### config.mk
export PLATFORM = sky130hd
export DESIGN_NAME = spi_byte_rx
export DESIGN_NICKNAME = d
export VERILOG_FILES = /design/src/rtl/spi_pkg.sv /design/src/rtl/spi_pin_sync.sv /design/src/rtl/spi_byte_rx.sv
export SDC_FILE = /design/constraint.sdc
export NUM_CORES = 1
export LEC_CHECK = 0
export ABC_AREA = 1
export BUFFER_PORTS_ARGS = -buffer_cell sky130_fd_sc_hd__buf_2
export CAP_MARGIN = 30
export CORE_ASPECT_RATIO = 2
export CORE_UTILIZATION = 30
export DETAILED_ROUTE_END_ITERATION = 7
export PLACE_DENSITY = 0.51
export SYNTH_ARGS = -nofsm -noshare
export SYNTH_HDL_FRONTEND = slang
export SYNTH_SLANG_ARGS = --single-unit
### constraint.sdc
create_clock -name clk -period 1 [get_ports clk]
set_input_delay 0.2 -clock clk [delete_from_list [all_inputs] [get_ports clk]]
set_output_delay 0.2 -clock clk [all_outputs]
set_load 0.02 [all_outputs]
### src/rtl/spi_pkg.sv
// Shared defaults and FSM state type for the SPI byte receiver.
package spi_pkg;

    localparam int DATA_W_DEF      = 8;
    localparam int SYNC_STAGES_DEF = 2;

    typedef enum logic {
        IDLE   = 1'b0,
        ACTIVE = 1'b1
    } spi_state_t;

endpackage

### src/rtl/spi_pin_sync.sv
// Multi-flop synchronizer for one asynchronous pin with registered rise/fall strobes.
// o_level is the synchronized value delayed to line up with o_rise/o_fall.
module spi_pin_sync
    import spi_pkg::*;
#(
    parameter int   STAGES  = SYNC_STAGES_DEF,
    parameter logic RST_VAL = 1'b0
) (
    input  logic clk,
    input  logic rst,
    input  logic i_pin,
    output logic o_level,
    output logic o_rise,
    output logic o_fall
);

    logic [STAGES-1:0] r_chain;
    logic              r_prev;
    logic              r_rise;
    logic              r_fall;
    logic              w_sync;

    assign w_sync = r_chain[STAGES-1];

    always_ff @(posedge clk) begin
        if (rst) begin
            r_chain <= {STAGES{RST_VAL}};
            r_prev  <= RST_VAL;
            r_rise  <= 1'b0;
            r_fall  <= 1'b0;
        end else begin
            r_chain <= {r_chain[STAGES-2:0], i_pin};
            r_prev  <= w_sync;
            r_rise  <= w_sync & ~r_prev;
            r_fall  <= ~w_sync & r_prev;
        end
    end

    assign o_level = r_prev;
    assign o_rise  = r_rise;
    assign o_fall  = r_fall;

endmodule

### src/rtl/spi_byte_rx.sv
// SPI mode-0 slave receiver: oversampled pins, MSB-first deserializer, word strobe and frame error.
// Optional build macro SPI_RX_ECHO_EN adds a MISO echo of the previously received word.
module spi_byte_rx
    import spi_pkg::*;
#(
    parameter int DATA_W      = DATA_W_DEF,
    parameter int SYNC_STAGES = SYNC_STAGES_DEF
) (
    input  logic              clk,
    input  logic              rst,
    input  logic              sck,
    input  logic              cs_n,
    input  logic              mosi,
    output logic              miso,
    output logic [DATA_W-1:0] spi_out,
    output logic              spi_done,
    output logic              spi_busy,
    output logic              frame_err
);

    localparam int                CNT_W   = $clog2(DATA_W + 1);
    localparam logic [CNT_W-1:0]  LAST    = CNT_W'(DATA_W - 1);
    localparam int                FL_W    = $clog2(SYNC_STAGES + 3);
    localparam logic [FL_W-1:0]   FLUSH_N = FL_W'(SYNC_STAGES + 2);

    logic                   w_sck_lvl;
    logic                   w_sck_rise;
    logic                   w_sck_fall;
    logic                   w_cs_lvl;
    logic                   w_cs_rise;
    logic                   w_cs_fall;

    logic [SYNC_STAGES-1:0] r_mosi_sync;
    logic                   r_mosi_d;

    logic                   r_sck_rise_p0;
    logic                   r_sck_fall_p0;
    logic                   r_cs_rise_p0;
    logic                   r_cs_fall_p0;
    logic                   r_cs_lvl_p0;
    logic                   r_mosi_p0;

    logic [FL_W-1:0]        r_flush;
    logic                   r_armed;
    logic                   r_busy;

    spi_state_t             r_state;
    logic [CNT_W-1:0]       r_cnt;
    logic [DATA_W-1:0]      r_shift;
    logic [DATA_W-1:0]      r_out;
    logic                   r_done;
    logic                   r_err;
    logic [DATA_W-1:0]      w_shift_next;
    logic                   w_frame_start;

    spi_pin_sync #(
        .STAGES  (SYNC_STAGES),
        .RST_VAL (1'b0)
    ) u_sck_sync (
        .clk     (clk),
        .rst     (rst),
        .i_pin   (sck),
        .o_level (w_sck_lvl),
        .o_rise  (w_sck_rise),
        .o_fall  (w_sck_fall)
    );

    spi_pin_sync #(
        .STAGES  (SYNC_STAGES),
        .RST_VAL (1'b1)
    ) u_cs_sync (
        .clk     (clk),
        .rst     (rst),
        .i_pin   (cs_n),
        .o_level (w_cs_lvl),
        .o_rise  (w_cs_rise),
        .o_fall  (w_cs_fall)
    );

    // MOSI gets the plain chain plus one flop so it lines up with the edge strobes
    always_ff @(posedge clk) begin
        if (rst) begin
            r_mosi_sync <= '0;
            r_mosi_d    <= 1'b0;
        end else begin
            r_mosi_sync <= {r_mosi_sync[SYNC_STAGES-2:0], mosi};
            r_mosi_d    <= r_mosi_sync[SYNC_STAGES-1];
        end
    end

    // stage p0: registered events feeding the FSM
    always_ff @(posedge clk) begin
        if (rst) begin
            r_sck_rise_p0 <= 1'b0;
            r_sck_fall_p0 <= 1'b0;
            r_cs_rise_p0  <= 1'b0;
            r_cs_fall_p0  <= 1'b0;
            r_cs_lvl_p0   <= 1'b1;
            r_mosi_p0     <= 1'b0;
        end else begin
            r_sck_rise_p0 <= w_sck_rise;
            r_sck_fall_p0 <= w_sck_fall;
            r_cs_rise_p0  <= w_cs_rise;
            r_cs_fall_p0  <= w_cs_fall;
            r_cs_lvl_p0   <= w_cs_lvl;
            r_mosi_p0     <= r_mosi_d;
        end
    end

    // After reset the chains hold fake values; only accept a new frame once cs_n is really seen high.
    always_ff @(posedge clk) begin
        if (rst) begin
            r_flush <= '0;
            r_armed <= 1'b0;
            r_busy  <= 1'b0;
        end else begin
            if (r_flush != FLUSH_N) begin
                r_flush <= r_flush + FL_W'(1);
            end
            if (r_flush == FLUSH_N && r_cs_lvl_p0) begin
                r_armed <= 1'b1;
            end
            r_busy <= ~w_cs_lvl;
        end
    end

    assign w_shift_next  = {r_shift[DATA_W-2:0], r_mosi_p0};
    assign w_frame_start = (r_state == IDLE) && r_cs_fall_p0 && r_armed;

    always_ff @(posedge clk) begin
        if (rst) begin
            r_state <= IDLE;
            r_cnt   <= '0;
            r_shift <= '0;
            r_out   <= '0;
            r_done  <= 1'b0;
            r_err   <= 1'b0;
        end else begin
            r_done <= 1'b0;
            r_err  <= 1'b0;
            case (r_state)
                IDLE: begin
                    r_cnt <= '0;
                    if (w_frame_start) begin
                        r_state <= ACTIVE;
                    end
                end
                ACTIVE: begin
                    // cs_n release beats a coincident sck rise; that bit is dropped
                    if (r_cs_rise_p0) begin
                        r_state <= IDLE;
                        r_cnt   <= '0;
                        if (r_cnt != '0) begin
                            r_err <= 1'b1;
                        end
                    end else if (r_sck_rise_p0) begin
                        r_shift <= w_shift_next;
                        if (r_cnt == LAST) begin
                            r_out  <= w_shift_next;
                            r_done <= 1'b1;
                            r_cnt  <= '0;
                        end else begin
                            r_cnt <= r_cnt + CNT_W'(1);
                        end
                    end
                end
                default: r_state <= IDLE;
            endcase
        end
    end

`ifdef SPI_RX_ECHO_EN
    logic [DATA_W-1:0] r_tx;
    logic              r_miso;
    logic              w_unused;

    // r_tx holds the bits still to be shifted out after the one currently on MISO
    always_ff @(posedge clk) begin
        if (rst) begin
            r_tx   <= '0;
            r_miso <= 1'b0;
        end else if (w_frame_start) begin
            r_miso <= r_out[DATA_W-1];
            r_tx   <= {r_out[DATA_W-2:0], 1'b0};
        end else if (r_state == ACTIVE) begin
            if (r_done) begin
                r_tx <= r_out;
            end else if (r_sck_fall_p0) begin
                r_miso <= r_tx[DATA_W-1];
                r_tx   <= {r_tx[DATA_W-2:0], 1'b0};
            end
        end
    end

    assign miso     = r_miso;
    assign w_unused = w_sck_lvl;
`else
    logic w_unused;

    assign miso     = 1'b0;
    assign w_unused = w_sck_lvl ^ r_sck_fall_p0;
`endif

    assign spi_out   = r_out;
    assign spi_done  = r_done;
    assign spi_busy  = r_busy;
    assign frame_err = r_err;

endmodule

==> results of run 1 <==
## synthesized netlist by cell type (all sizes together), types with 2 or more instances
| cell type | count | area, um2 |
|---|---|---|
| dfxtp | 44 | 881 |
| nor2 | 33 | 136 |
| inv | 31 | 116 |
| nand2 | 28 | 115 |
| a21oi | 15 | 86.3 |
| nand3 | 15 | 80.1 |
| o21ai | 10 | 50.0 |
| buf | 7 | 50.1 |
| ha | 4 | 50.1 |
| or2 | 2 | 12.5 |
## registers in the layout (all words and copies together), names as in the netlist, 2 cells and up
register,count
r_cnt,4
r_flush,3
r_mosi_sync,2
r_shift,7
spi_out,8
u_cs_sync.r_chain,2
u_sck_sync.r_chain,2
## worst min path at each step
stage	to	slack (ps)	start	cells past startpoint
after global placement	u_sck_sync.o_rise$_SDFF_PP0_	390	u_sck_sync.o_level$_SDFF_PP0_	1
after CTS	u_cs_sync.r_chain[0]$_SDFF_PP1_	80	cs_n	2
after detailed placement	u_cs_sync.r_chain[0]$_SDFF_PP1_	390	cs_n	2
final	u_cs_sync.r_chain[0]$_SDFF_PP1_	80	cs_n	2
after floorplan	spi_busy$_SDFF_PP0_	280	rst	1
after global routing	u_cs_sync.r_chain[0]$_SDFF_PP1_	90	cs_n	2
## logic make-up after synthesis
group / count (synthesis) / synth area share
flip-flops: 44 / 0.547
buffers and inverters: 38 / 0.103
other: 1 / 0.00233
XOR/XNOR: 1 / 0.00544
AND/OR/NAND/NOR: 80 / 0.221
AO/OA/AOI/OAI: 26 / 0.0894
adder cells (fa/ha/maj): 4 / 0.0311
## power by group through the flow
stage	clock network, mW	registers [mW]	logic, mW
2_1_floorplan	0	1.92	0.195
3_3_place_gp	0	1.92	0.288
3_5_place_dp	0	1.92	0.294
4_1_cts	1.12	1.88	0.301
5_1_grt	1.15	1.92	0.413
6_report	1.07	1.90	0.361
## cell usage in the layout (no fill, tap or decap), types with 2 or more instances in the layout
| master | instances |
|---|---|
| inv_2 | 3 |
| dfxtp_2 | 11 |
| ha_4 | 3 |
| dfxtp_4 | 2 |
| buf_4 | 21 |
| nor2_4 | 4 |
| o21ai_0 | 6 |
| nand2_1 | 20 |
| buf_6 | 3 |
| inv_4 | 2 |
| inv_1 | 26 |
| nand3_2 | 5 |
| buf_12 | 4 |
| a21oi_2 | 4 |
| a21oi_1 | 11 |
| nand3_4 | 2 |
| nand3_1 | 8 |
| dfxtp_1 | 31 |
| nand2_2 | 6 |
| o21ai_1 | 4 |
| nor2_1 | 28 |
| clkbuf_8 | 5 |
| buf_2 | 7 |
| or2_2 | 2 |
| nand2_4 | 2 |
## layout make-up
cell class	count	area, um2	area share
clock buffer	5	68.8	0.0316
clock inverter	2	12.5	0.00574
inverter	31	121	0.0557
multi-input combinational	112	696	0.319
sequential	44	902	0.414
tap	58	72.6	0.0333
timing repair buffer	35	307	0.141
## metrics by stage
stage | TNS (ps) | power, mW
final | -935 | 3.33
after detailed placement | -1420 | 2.22
after global placement | -1250 | 2.21
after global routing | -2030 | 3.48
after CTS | -779 | 3.30
after floorplan | -47.7 | 2.11
## timing repair
item,4_1_cts,5_1_grt
endpoints found under the hold margin,0,0
pin swaps,11,11
endpoints found under the setup margin,26,31
gates resized for setup,17,32
setup buffers,0,2
## worst register-to-register path, cell delays in order (launching register included)
cell and delay (ps):
dfxtp_2 370, buf_4 110, buf_6 100, inv_4 30, ha_4 250, nand2_2 50, a21oi_2 130
## layer usage
layer | part of all wire | global-route usage
met5 | 0 | 0
met1 | 0.37 | 0.111
met4 | 0.037 | 0.0865
met3 | 0.025 | 0.0289
met2 | 0.56 | 0.219
==> impl_metrics.ini, run 1 <==
[outcome]
outcome = finished, violations left
violations = setup timing

[sta]
fin_hold_ws_ps = 84.0
rsz0062_at_grt = true
timing.final.crit_share = 1.11
finalClockSkew_ps = 12.3
maxSlewViolCount = 0
setup_violations = 14
hold_viol = 0
worst_slack_ps = -107
fin_crit_ps = 1110
max_freq_mhz = 904

[route]
drt_iter0_markers = 13
viasPerCell = 4.44
num_vias = 1273
drc = 0
first_pass_iters = 3
routed_wl_um = 2970
antenna_left = 0
drt-wirelength-per-cell_um = 10.3

[floorplanning]
die_x_um = 53.8
start_util = 0.313
core-area_um2 = 5140
fp.dieH_um = 106
ios = 17
rows = 37
die_area_um2 = 5680

[cells_and_area]
areaGrowthSynthToFinish_pct = 35.5
fillers = 531
fin_area_um2 = 2180
diodes = 0
drive_above_1_share = 0.393
post-route-util = 0.424
fin_cells = 287
fin_nets = 238

[min_path]
min-delay-path-class = input pin to flip-flop

[placement]
post-place-cells = 278
place_area_um2 = 1930
io_buffer_count = 15
pre_cts_ws_ps = -159
finalWeightedCongestion = 0.799
hpwl_um = 2090

[grt]
grt_pass1_vias = 1248
overflow = 0
grt_max_degree = 23
grt.total_usage = 0.123
antenna_found_initial = 0
grt_pass1_wl_um = 5020

[setup_path]
r2r_end = r_cnt[1]$_SDFFE_PP0P_
slowest_delay_ps = 370
cp_top_family = flip-flops
critPathKind = flip-flop to flip-flop
worstPathRequired_ps = 1230
reg2reg_depth = 6
cp_cell_sequence = buf_4 -> buf_6 -> inv_4 -> ha_4 -> nand2_2 -> a21oi_2
cp.arrival_ps = 1340
crit_fanout = 3
startpoint = r_cnt[1]$_SDFFE_PP0P_
cpMaxStageDelayCell = dfxtp_2
cp-end-kind = flip-flop
critPathCapture = r_cnt[1]$_SDFFE_PP0P_
crit_cells = 6
critPathBufInv = 3
critPathLaunchType = flip-flop
r2r_slack_ps = -110
r2r_start = r_cnt[1]$_SDFFE_PP0P_

[cts]
clock_latency_ps = 300
cts_buffers = 5
cts-root-buf = clkbuf_8
cts.clk_slew.worst_paths_ps = 90
cts_buffer_depth = 2
h-tree-depth = 2
cts_tree = yes
clock_sinks = 44
cts_hold_buf = 0

[power]
irDropWorstVdd_uv = 1210
p_int_mw = 2.50
pwr-share-clk = 0.320
pwr-share-comb = 0.108
sequentialPowerShare = 0.571
p_switching_mw = 0.837
p_per_area_nw_per_um2 = 1530
leakage_nw = 0.919
swShare = 0.251

[synthesis]
ys_warn_count = 0
synthArstFlopShare = 0
synthFlopType = dfxtp_1
ys_seq_area_frac = 0.547
synth_area_um2 = 1610
ys_ff_latch = 44
synth_nets = 203
avgSynthCellArea_um2 = 8.29
synth_edf_count = 0
syn_inst = 194
yosysUniqueCellTypes = 23

[run]
cap_violations = 0
(Power assumes the default switching activity.)
==> run 2, diff against run 1 <==
- SYNTH_HIERARCHICAL: default -> 1
- TNS_END_PERCENT: default -> 100
==> run 2 against run 1 <==
The flow still finishes with violations (setup timing). Clock skew down 0.81 ps. Combinational power up 30%. First-iteration DRC count up 130%. Register-to-register slack about the same. Flip-flop and latch count unchanged. Die area down 1.8%. Sequential share of layout area down 0.45 points. Wire length up 0.47%. Setup slack better by 15 ps. Hold slack better by 3.5 ps. Critical path type unchanged. Largest power group unchanged.
==> impl_metrics.ini, run 2 <==
[grt]
antenna_found_initial = 0
use_met2 = 0.215
gr-usage-met1 = 0.130
grt_pass1_vias = 1208
use_met3 = 0.0306
overflow = 0
top_usage_layer = met2
grt_pass1_wl_um = 5110
grt.total_usage = 0.125
grt_max_degree = 22

[cts]
cts_buffers = 5
cts-root-buf = clkbuf_8
clock_sinks = 44
cts.clk_slew.worst_paths_ps = 90
clock_latency_ps = 300
cts_buffer_depth = 2
cts_tree = yes
h-tree-depth = 2

[placement]
finalWeightedCongestion = 0.727
io_buffer_count = 15
place_area_um2 = 1870
post-place-cells = 280
hpwl_um = 2050

[route]
viasPerCell = 4.31
drt_iter0_markers = 30
drt-wirelength-per-cell_um = 10.0
num_vias = 1280
antenna_left = 0
first_pass_iters = 4
drc = 0
routed_wl_um = 2980

[outcome]
outcome = finished, violations left
violations = setup timing

[sta]
max_freq_mhz = 916
rsz0062_at_grt = true
hold_viol = 0
fin_hold_ws_ps = 87.5
tns_ps = -760
timing.final.crit_share = 1.09
setup_violations = 15
fin_crit_ps = 1090
worst_slack_ps = -91.7
finalClockSkew_ps = 11.5
maxSlewViolCount = 0

[cells_and_area]
drive_above_1_share = 0.393
multi_input_area_um2 = 692
fin_area_um2 = 2210
post-route-util = 0.434
largest_reg_flops = 8
register_area_um2 = 905
final_cell_mix = nor2_1, nand2_1, dfxtp_1
fin_nets = 247
fillers = 531
diodes = 0
mostFrequentLayoutCell = nor2_1
areaGrowthSynthToFinish_pct = 39.9
fin_cells = 297

[setup_path]
r2r_end = spi_out[2]$_SDFFE_PP0P_
r2r_start = r_cnt[0]$_SDFFE_PP0P_
cp-end-kind = flip-flop
critPathLaunchType = flip-flop
startpoint = r_cnt[0]$_SDFFE_PP0P_
critPathKind = flip-flop to flip-flop
crit_fanout = 7
reg2reg_depth = 6
worstPathRequired_ps = 1200
r2r_slack_ps = -90
cp.arrival_ps = 1290

[synthesis]
syn_inst = 197
ys_warn_count = 6
synth_nets = 206
synth_area_um2 = 1580
avgSynthCellArea_um2 = 8.02

[power]
p_switching_mw = 0.905
swShare = 0.254
p_per_area_nw_per_um2 = 1610
irDropWorstVdd_uv = 1150
leakage_nw = 0.974
pwr-share-clk = 0.331
p_int_mw = 2.66
pwr-share-comb = 0.131
sequentialPowerShare = 0.537

[min_path]
hold_depth = 2
min-delay-path-class = input pin to flip-flop
min_to = u_cs_sync/r_chain[0]$_SDFF_PP1_
hp-start = cs_n

[floorplanning]
start_util = 0.310
fp.dieH_um = 105
die_area_um2 = 5580
ios = 17
rows = 37
core-area_um2 = 5090
die_x_um = 53.3

[run]
cap_violations = 0
[run 2: final cells by class]
cell class	instances	area share
clock buffer	6	0.0374
clock inverter	2	0.00680
inverter	29	0.0515
multi-input combinational	118	0.313
sequential	44	0.409
tap	58	0.0328
timing repair buffer	40	0.149
[run 2: layer usage]
layer	part of all wire	routed length, um	vias to the layer above
met5	0	0	-
met4	0.024	73	0
met3	0.024	73	8
met2	0.54	1610	15
met1	0.41	1220	578
li1	-	-	679
[run 2: repair_timing]
item | in CTS | in global routing
hold buffers | 0 | 0
cloned | 0 | 0
pin swaps | 12 | 15
buffers inserted | 2 | 7
resized for setup | 23 | 34
setup endpoints to repair | 23 | 32
[run 2: power groups by stage]
stage | Sequential (mW) | Clock [mW] | Combinational [mW]
2_1_floorplan | 1.92 | 0 | 0.189
3_3_place_gp | 1.92 | 0 | 0.289
3_5_place_dp | 1.92 | 0 | 0.298
4_1_cts | 1.88 | 1.22 | 0.302
5_1_grt | 1.93 | 1.31 | 0.531
6_report | 1.91 | 1.18 | 0.468
[run 2: metrics by stage]
stage          total power, mW  worst slack [ps]
6_report                  3.56             -91.7
5_1_grt                   3.77              -152
4_1_cts                   3.41             -92.1
3_5_place_dp              2.22              -129
3_3_place_gp              2.21              -108
2_1_floorplan             2.11             -5.99
[run 2: how the worst max path moves through the flow]
| stage | slack [ps] | end | depth (start not counted) |
|---|---|---|---|
| final | -90 | spi_out[2]$_SDFFE_PP0P_ | 6 |
| after global routing | -150 | spi_out[0]$_SDFFE_PP0P_ | 6 |
| after CTS | -90 | spi_out[0]$_SDFFE_PP0P_ | 6 |
| after detailed placement | -130 | spi_out[7]$_SDFFE_PP0P_ | 5 |
| after global placement | -110 | spi_out[7]$_SDFFE_PP0P_ | 5 |
| after floorplan | -6 | spi_out[0]$_SDFFE_PP0P_ | 6 |
[run 2: critical path, stage by stage, from the launching register on]
cell     delay (ps)
dfxtp_2         360
ha_4            170
nand2_4          60
nor2_4          180
nand2_2         110
nand3_2          60
nand2_1          40
==> run 3, diff against run 2 <==
==> constraint.sdc (replaced) <==
create_clock -name clk -period 1 [get_ports clk]
set_input_delay 0 -clock clk [delete_from_list [all_inputs] [get_ports clk]]
set_output_delay 0 -clock clk [all_outputs]
set_load 0.02 [all_outputs]
==> run 3 against run 2 <==
The run still ends with setup timing left. Design area fell by 1.9%. Sequential power about the same. Combinational power rose by 2%. Clock skew about the same. Wire length shrank 0.91%. Global-route usage about the same. Die area unchanged. Fmax is 0.24% higher. Via count is 0.39% lower. Critical path depth unchanged. Power is 0.29% higher. Critical endpoint unchanged. Largest cell class unchanged. Largest power group unchanged.
==> impl_metrics.ini, run 3 (synthesized netlist as in run 2, its figures left out) <==
[min_path]
hold_depth = 3
min_to = r_cnt[1]$_SDFFE_PP0P_
hp-start = rst
min-delay-path-class = input pin to flip-flop

[cts]
clock_sinks = 44
cts_tree = yes
cts_buffers = 5
cts_buffer_depth = 2
h-tree-depth = 2
clock_latency_ps = 300
cts.clk_slew.worst_paths_ps = 90
cts-root-buf = clkbuf_8

[floorplanning]
fp.dieH_um = 105
die_area_um2 = 5580
die_x_um = 53.3
start_util = 0.310
core-area_um2 = 5090
ios = 17
rows = 37

[setup_path]
cp_cell_sequence = ha_4 -> nand2_4 -> nor2_4 -> nand2_2 -> nand3_2 -> nand2_1
critPathKind = flip-flop to flip-flop
cp-end-kind = flip-flop
cp_top_family = simple AND/OR/NAND/NOR gates
r2r_end = spi_out[2]$_SDFFE_PP0P_
r2r_start = r_cnt[0]$_SDFFE_PP0P_
cpMaxStageDelayCell = dfxtp_2
reg2reg_depth = 6
worstPathRequired_ps = 1200
cp.arrival_ps = 1290
r2r_slack_ps = -90
critPathBufInv = 0
slowest_delay_ps = 360
critPathLaunchType = flip-flop
crit_fanout = 7

[grt]
grt_max_degree = 22
grt_pass1_wl_um = 5120
grt_pass1_vias = 1211
grt.total_usage = 0.125
antenna_found_initial = 0
overflow = 0

[sta]
max_freq_mhz = 918
timing.final.crit_share = 1.09
hold_viol = 0
worst_slack_ps = -89.1
finalClockSkew_ps = 12.0
setup_violations = 12
maxSlewViolCount = 0
rsz0062_at_grt = true
fin_crit_ps = 1090

[cells_and_area]
drive_above_1_share = 0.349
fin_cells = 296
largest_reg_flops = 8
final_cell_mix = dfxtp_1, nor2_1, nand2_1
areaGrowthSynthToFinish_pct = 37.3
diodes = 0
fin_nets = 246
mostFrequentLayoutCell = dfxtp_1
fin_area_um2 = 2170

[route]
drt_iter0_markers = 26
drc = 0
num_vias = 1275
first_pass_iters = 4
routed_wl_um = 2950
viasPerCell = 4.31
drt-wirelength-per-cell_um = 9.98
antenna_left = 0

[placement]
finalWeightedCongestion = 0.727
post-place-cells = 280
hpwl_um = 2050
place_area_um2 = 1870
io_buffer_count = 15

[power]
leakage_nw = 0.959
p_per_area_nw_per_um2 = 1650
irDropWorstVdd_uv = 1150

[outcome]
outcome = finished, violations left
violations = setup timing

[run]
cap_violations = 0
run 3: power by group:
group | internal (mW) | switching [mW] | total [mW]
Clock | 0.559 | 0.621 | 1.18
Combinational | 0.266 | 0.211 | 0.477
Sequential | 1.84 | 0.0755 | 1.91
run 3: stage by stage:
stage | power, mW | setup slack, ps | hold slack [ps] | TNS, ps | util
finish | 3.57 | -89.1 | 45.1 | -604 | 0.426
global route | 3.78 | -152 | 70.6 | -1450 | 0.426
CTS | 3.42 | -92.1 | 52.6 | -765 | 0.407
detailed placement | 2.22 | -129 | 186 | -1090 | 0.368
global placement | 2.21 | -108 | 183 | -865 | 0.368
floorplan | 2.11 | -5.99 | 71.2 | -19.5 | -
run 3: worst reg2reg max path, delay by kind of cell, from the launching register on:
kind / cells / cell delay, ps
and+or+nand+nor: 5 / 460
adders and majority gates: 1 / 170
DFF: 1 / 360
run 3: final cells by class:
type                            instances  area (um2)
Tap cell                               58        72.6
Sequential cell                        44         896
Multi-Input combinational cell        118         693
Clock inverter                          2        15.0
Timing Repair Buffer                   39         295
Fill cell                             546        2920
Clock buffer                            6        82.6
Inverter                               29         114
run 3: worst max path at each step:
stage	start	endpoint	slack (ps)	depth (start not counted)
final	r_cnt[0]$_SDFFE_PP0P_	spi_out[2]$_SDFFE_PP0P_	-90	6
after global placement	r_cnt[1]$_SDFFE_PP0P_	spi_out[7]$_SDFFE_PP0P_	-110	5
after detailed placement	r_cnt[1]$_SDFFE_PP0P_	spi_out[7]$_SDFFE_PP0P_	-130	5
after floorplan	r_cnt[1]$_SDFFE_PP0P_	spi_out[0]$_SDFFE_PP0P_	-6	6
after global routing	r_cnt[0]$_SDFFE_PP0P_	spi_out[0]$_SDFFE_PP0P_	-150	6
after CTS	r_cnt[0]$_SDFFE_PP0P_	spi_out[0]$_SDFFE_PP0P_	-90	6
run 3: routing by layer:
metal  vias to the layer above  track usage  share of wire
li1                        677            -              -
met1                       573        0.131           0.41
met2                        17        0.215           0.54
met3                         8       0.0306          0.026
met4                         0       0.0677          0.025
met5                         -            0              0
run 3: repair_timing:
| item | in CTS | in global routing |
|---|---|---|
| gates resized for setup | 15 | 23 |
| setup buffers | 2 | 3 |
| setup endpoints to repair | 17 | 23 |
| hold buffers | 3 | 0 |
| hold endpoints to repair | 3 | 0 |
| pin swaps | 12 | 12 |
